**config.mk**
```make
export PLATFORM = sky130hd
export DESIGN_NAME = snn_step_scheduler
export DESIGN_NICKNAME = d
export VERILOG_FILES = /design/src/rtl/snn_pkg.sv /design/src/rtl/snn_spike_gather.sv /design/src/rtl/snn_step_scheduler.sv
export SDC_FILE = /design/constraint.sdc
export NUM_CORES = 1
export LEC_CHECK = 0
export BUFFER_PORTS_ARGS = -buffer_cell sky130_fd_sc_hd__buf_2
export CAP_MARGIN = 30
export CORE_AREA = 2 2 92 94
export DETAILED_ROUTE_END_ITERATION = 10
export DIE_AREA = 0 0 94 96
export GPL_ROUTABILITY_DRIVEN = 0
export PLACE_DENSITY = 0.91
export SLEW_MARGIN = 20
export SYNTH_ARGS = -nofsm -noshare
export SYNTH_HDL_FRONTEND = slang
export SYNTH_SLANG_ARGS = --single-unit
```
**constraint.sdc**
```tcl
create_clock -name aclk -period 4.87 [get_ports aclk]
set_input_delay 0.974 -clock aclk [delete_from_list [all_inputs] [get_ports aclk]]
set_output_delay 0.974 -clock aclk [all_outputs]
set_load 0.01 [all_outputs]
```
**src/rtl/snn_pkg.sv**
```systemverilog
// rtl/snn_pkg.sv - shared sizing constants and scheduler state type for the SNN core
package snn_pkg;

    localparam int N  = 32;
    localparam int T  = 1;
    localparam int TS = 255;
    localparam int TA = (T > 1) ? $clog2(T) : 1;
    localparam int NN = (N*T + 7) / 8;
    localparam int NU = $clog2(TS + 1);
    localparam int NW = 8*NN;

    typedef enum logic [2:0] {IDLE, FETCH, ISSUE, WAIT, EMIT, FIN} sched_state_t;

endpackage

```
**src/rtl/snn_spike_gather.sv**
```systemverilog
// rtl/snn_spike_gather.sv - N*T-bit output spike register written one block slice at a time
module snn_spike_gather #(
    parameter int N  = 32,
    parameter int T  = 1,
    parameter int TA = 1,
    parameter int NW = 32
) (
    input  logic          aclk,
    input  logic          aresetn,
    input  logic          wr_en,
    input  logic [TA-1:0] wr_sel,
    input  logic [N-1:0]  wr_data,
    output logic [NW-1:0] gather
);

    logic [N*T-1:0] spk_q;

    // Slices are only overwritten, never cleared: every block rewrites its slice each step.
    always_ff @(posedge aclk or negedge aresetn) begin
        if (!aresetn) begin
            spk_q <= '0;
        end else if (wr_en) begin
            spk_q[wr_sel*N +: N] <= wr_data;
        end
    end

    assign gather = NW'(spk_q);

endmodule

```
**src/rtl/snn_step_scheduler.sv**
```systemverilog
// rtl/snn_step_scheduler.sv - per-time-step sequencer between host spike streams and neuron blocks
module snn_step_scheduler #(
    parameter int N  = snn_pkg::N,
    parameter int T  = snn_pkg::T,
    parameter int TS = snn_pkg::TS,
    localparam int TA = (T > 1) ? $clog2(T) : 1,
    localparam int NN = (N*T + 7) / 8,
    localparam int NW = 8*NN,
    localparam int NU = $clog2(TS + 1)
) (
    input  logic            aclk,
    input  logic            aresetn,
    input  logic            start,
    input  logic [NU-1:0]   run_ts,
    output logic            busy,
    output logic            done,
    output logic            seq_err,
    output logic [NU-1:0]   step,
    input  logic            s_tvalid,
    output logic            s_tready,
    input  logic [NW-1:0]   s_tdata,
    input  logic [NU-1:0]   s_tuser,
    output logic [TA-1:0]   blk_sel,
    output logic            blk_go,
    output logic [N*T-1:0]  blk_spk_in,
    input  logic            blk_done,
    input  logic [N-1:0]    blk_spk_out,
    output logic            m_tvalid,
    input  logic            m_tready,
    output logic [NW-1:0]   m_tdata,
    output logic [NU-1:0]   m_tuser,
    output logic            m_tlast
);

    import snn_pkg::*;

    sched_state_t  state, state_n;
    logic [NU-1:0] run_ts_q;
    logic          last_blk;

    assign last_blk = (blk_sel == TA'(T - 1));
    assign m_tuser  = step;

    always_ff @(posedge aclk or negedge aresetn) begin
        if (!aresetn) begin
            state      <= IDLE;
            run_ts_q   <= '0;
            step       <= '0;
            seq_err    <= 1'b0;
            blk_sel    <= '0;
            blk_spk_in <= '0;
            done       <= 1'b0;
        end else begin
            state <= state_n;
            done  <= (state == FIN);
            case (state)
                IDLE: if (start) begin
                    run_ts_q <= run_ts;
                    step     <= '0;
                    seq_err  <= 1'b0;
                end
                FETCH: if (s_tvalid) begin
                    blk_spk_in <= s_tdata[N*T-1:0];
                    blk_sel    <= '0;
                    if (s_tuser != step) seq_err <= 1'b1;
                end
                WAIT: if (blk_done && !last_blk) blk_sel <= blk_sel + TA'(1);
                EMIT: if (m_tready && !m_tlast) step <= step + NU'(1);
                default: ;
            endcase
        end
    end

    always_comb begin
        state_n  = state;
        busy     = 1'b0;
        s_tready = 1'b0;
        blk_go   = 1'b0;
        m_tvalid = 1'b0;
        m_tlast  = 1'b0;
        case (state)
            IDLE: if (start) state_n = (run_ts != '0) ? FETCH : FIN;
            FETCH: begin
                busy     = 1'b1;
                s_tready = 1'b1;
                if (s_tvalid) state_n = ISSUE;
            end
            ISSUE: begin
                busy    = 1'b1;
                blk_go  = 1'b1;
                state_n = WAIT;
            end
            WAIT: begin
                busy = 1'b1;
                if (blk_done) state_n = last_blk ? EMIT : ISSUE;
            end
            EMIT: begin
                busy     = 1'b1;
                m_tvalid = 1'b1;
                m_tlast  = (step == run_ts_q - NU'(1));
                if (m_tready) state_n = m_tlast ? FIN : FETCH;
            end
            FIN: state_n = IDLE;
            default: state_n = IDLE;
        endcase
    end

    snn_spike_gather #(.N(N), .T(T), .TA(TA), .NW(NW)) u_gather (
        .aclk    (aclk),
        .aresetn (aresetn),
        .wr_en   ((state == WAIT) && blk_done),
        .wr_sel  (blk_sel),
        .wr_data (blk_spk_out),
        .gather  (m_tdata)
    );

endmodule

```
==> metrics <==
Post-CTS Resized=0; via count of the first global-routing pass=3176; Die Outline Area=9020 µm²; Yosys top cell area share=54.7%; setup repair after global routing missed its margin=no; worst endpoint required time=3900 ps; async set-or-reset flop fraction in the synthesized netlist=100%; clock latency on the worst-skew pair=340 ps; CTS clock-pin slew for the worst setup and hold paths=approximately 80 ps; nature of the critical path startpoint=flip-flop; Max Slew Vio Count=0; maximum clock frequency=approximately 0.31 GHz; synthesized netlist net count=408; setup TNS=0 ps; worst ir drop on vdd=329 µV; cell type with the highest aggregate area in the netlist=dfrtp_1; vias per std cell=5.10; total routed wirelength=9200 µm; crit path DAT=roughly 2300 ps; time the worst path needs with I/O delays and setup=3250 ps; number of buffers inserted by post-CTS setup repair=0; placeable core area=8050 µm²; Root Driver=clkbuf_8; sequential fraction of the synthesis area=54.7%; count of hold-fix buffers inserted at cts=0; Synth area leaders=dfrtp_1, mux2_2, xnor2_1; number of standard cells after synthesis=320; area grow syn2layout=27.8%; largest net degree at the start of global routing=53; number of sinks driven by the clock tree=86; leading cell type in the layout, fill and taps excluded=buf_2; Post-synth EDFFs=0; worst hold path stage count=2; total cell area at the placement stage=4820 µm²; iteration-0 DRC count of the detailed router=81; path category of the worst min-delay check=reg2reg; max-cap viol count=0; site row count=33; first-pass GRT wire length=14600 µm; maximum fanout encountered on the critical timing path=15; die height=96 µm; total inserted antenna cells=0; Leakage Power=~2.5 nW; detailed-routing iteration count for the pre-antenna-repair pass=4; Clock Tree Buf Depth=2; WL/cell=15.5 µm; worst flop-to-flop path startpoint=run_ts_q[2]$_DFFE_PN0P_; Initial Utilization=48.9%; power per cell area=596 nW/µm²; number of antenna violations at the first check in global routing=0; Top Ports=174; Min-Delay Endpoint=seq_err$_DFFE_PN0P_; final core utilization=62.5%; number of storage elements in the synthesis netlist=86; DP Wirelength=7070 µm; Tcrit/Tclk final=66.7%; synth warn=0; count of different cell masters after synthesis=41; Net count, final=570; status=finished clean; mean instance size in the synthesized netlist=around 12 µm²; Global Route Usage Sum=20.8%; dominant register cell in the synthesized netlist=dfrtp_1; critical path class=reg2out; Die X=94 µm; pin slew with the least headroom to its limit=662 ps; fraction of layout cells with a size suffix above 1=around 56%; final setup violation count=0; number of hold-slack violations in the final timing report=0; commonest non-fill, non-tap cells in the layout=buf_2, dfrtp_1, mux2_2; area of all placed cells without fillers=about 5000 µm²; number of design rule violations left after detail routing=0; area of the mapped netlist=3940 µm²; IO buf count=173; total number of H-tree levels=3; Inserted Clock Buffers=9; CTS tree=done; post-detailed-route count of antenna-violating nets=0; final clock skew=8.53 ps; Worst Min Path Start=seq_err$_DFFE_PN0P_; total via count in the routed design=3018; gr ovfl total=0; worst max-slew margin expressed relative to the limit=between 50 and 60%; R2R cell count=7; type of element capturing the critical path=output port; R2R Path End=m_tuser[0]$_DFFE_PN0P_; setup slack, reg-to-reg=about 2500 ps
-- synthesized netlist by cell type, types with 2 or more instances --
library cell / n
a21oi_1: 5
a21oi_2: 6
a31oi_1: 2
and2_1: 4
and3_1: 3
buf_1: 4
buf_2: 6
buf_4: 9
buf_6: 3
clkbuf_1: 4
dfrtp_1: 86
ha_1: 2
inv_1: 5
mux2_1: 3
mux2_2: 63
nand2_1: 26
nand2b_1: 9
nand4_1: 9
nor2_1: 13
nor3_1: 5
nor4_1: 2
o21ai_0: 6
o21ai_2: 6
or3_1: 7
xnor2_1: 14
xor2_1: 3
-- worst max-delay path, cell delays in order (launching register included) --
cell	delay, ps
dfrtp_1	440
nor4_1	500
and4b_1	270
a41oi_1	60
a211oi_2	260
buf_4	240
buf_2	160
-- through the flow --
stage	total power, mW	setup WS (ps)	hold WS [ps]	cells
6_report	3.00	1620	477	592
2_1_floorplan	2.02	2220	467	320
3_3_place_gp	2.43	2100	457	575
3_5_place_dp	2.51	2050	458	576
4_1_cts	3.03	1640	478	592
5_1_grt	3.20	1480	518	592
-- per-layer routing --
layer | track usage (%) | share of wire, % | routed length (µm) | vias up
li1 | - | - | - | 1427
met1 | 23.4 | 39 | 3570 | 1463
met2 | 37.9 | 53 | 4920 | 116
met3 | 6.34 | 6.5 | 594 | 12
met4 | 6.40 | 1.2 | 108 | 0
met5 | 0 | 0 | 0 | -
-- registers in the layout, indices dropped and copies added, names as in the netlist --
signal	flops
seq_err	1
state	3
blk_sel	1
u_gather.gather	32
done	1
run_ts_q	8
m_tuser	8
blk_spk_in	32
-- logic make-up (layout without fill, tap and decap cells) --
kind of cell,after synthesis,after routing,share of synthesized area [%]
muxes,66,66,18.9
AOI/OAI and AO/OA,32,32,6.01
and+or+nand+nor,86,86,11.4
adders and majority gates,2,2,0.636
xor gates and xnor gates,17,17,3.78
buffers and inverters,31,198,4.58
DFF,86,86,54.7
-- where the power goes --
part           switching, mW  leakage, nW  internal [mW]
Clock                  0.252        0.103          0.255
Sequential             0.218         1.05           1.04
Combinational          0.612         1.35          0.623
Total                   1.08         2.50           1.92
-- how the worst max path moves through the flow --
stage                     endpoint                     from
after detailed placement   m_tlast  run_ts_q[2]$_DFFE_PN0P_
after floorplan            m_tlast     state[0]$_DFFE_PN0P_
after global routing       m_tlast  run_ts_q[0]$_DFFE_PN0P_
final                      m_tlast  run_ts_q[2]$_DFFE_PN0P_
after CTS                  m_tlast  run_ts_q[2]$_DFFE_PN0P_
after global placement     m_tlast  run_ts_q[0]$_DFFE_PN0P_
-- final cells by class --
type | instances | area [µm²]
repair buffers | 177 | 918
inverters | 5 | 18.8
fillers | 657 | 3020
flip-flops and latches | 86 | 2150
clock inverters | 6 | 68.8
multi-input cells | 203 | 1600
well taps | 105 | 131
clock buffers | 10 | 138
No activity file was read; power rests on OpenSTA's default activity.
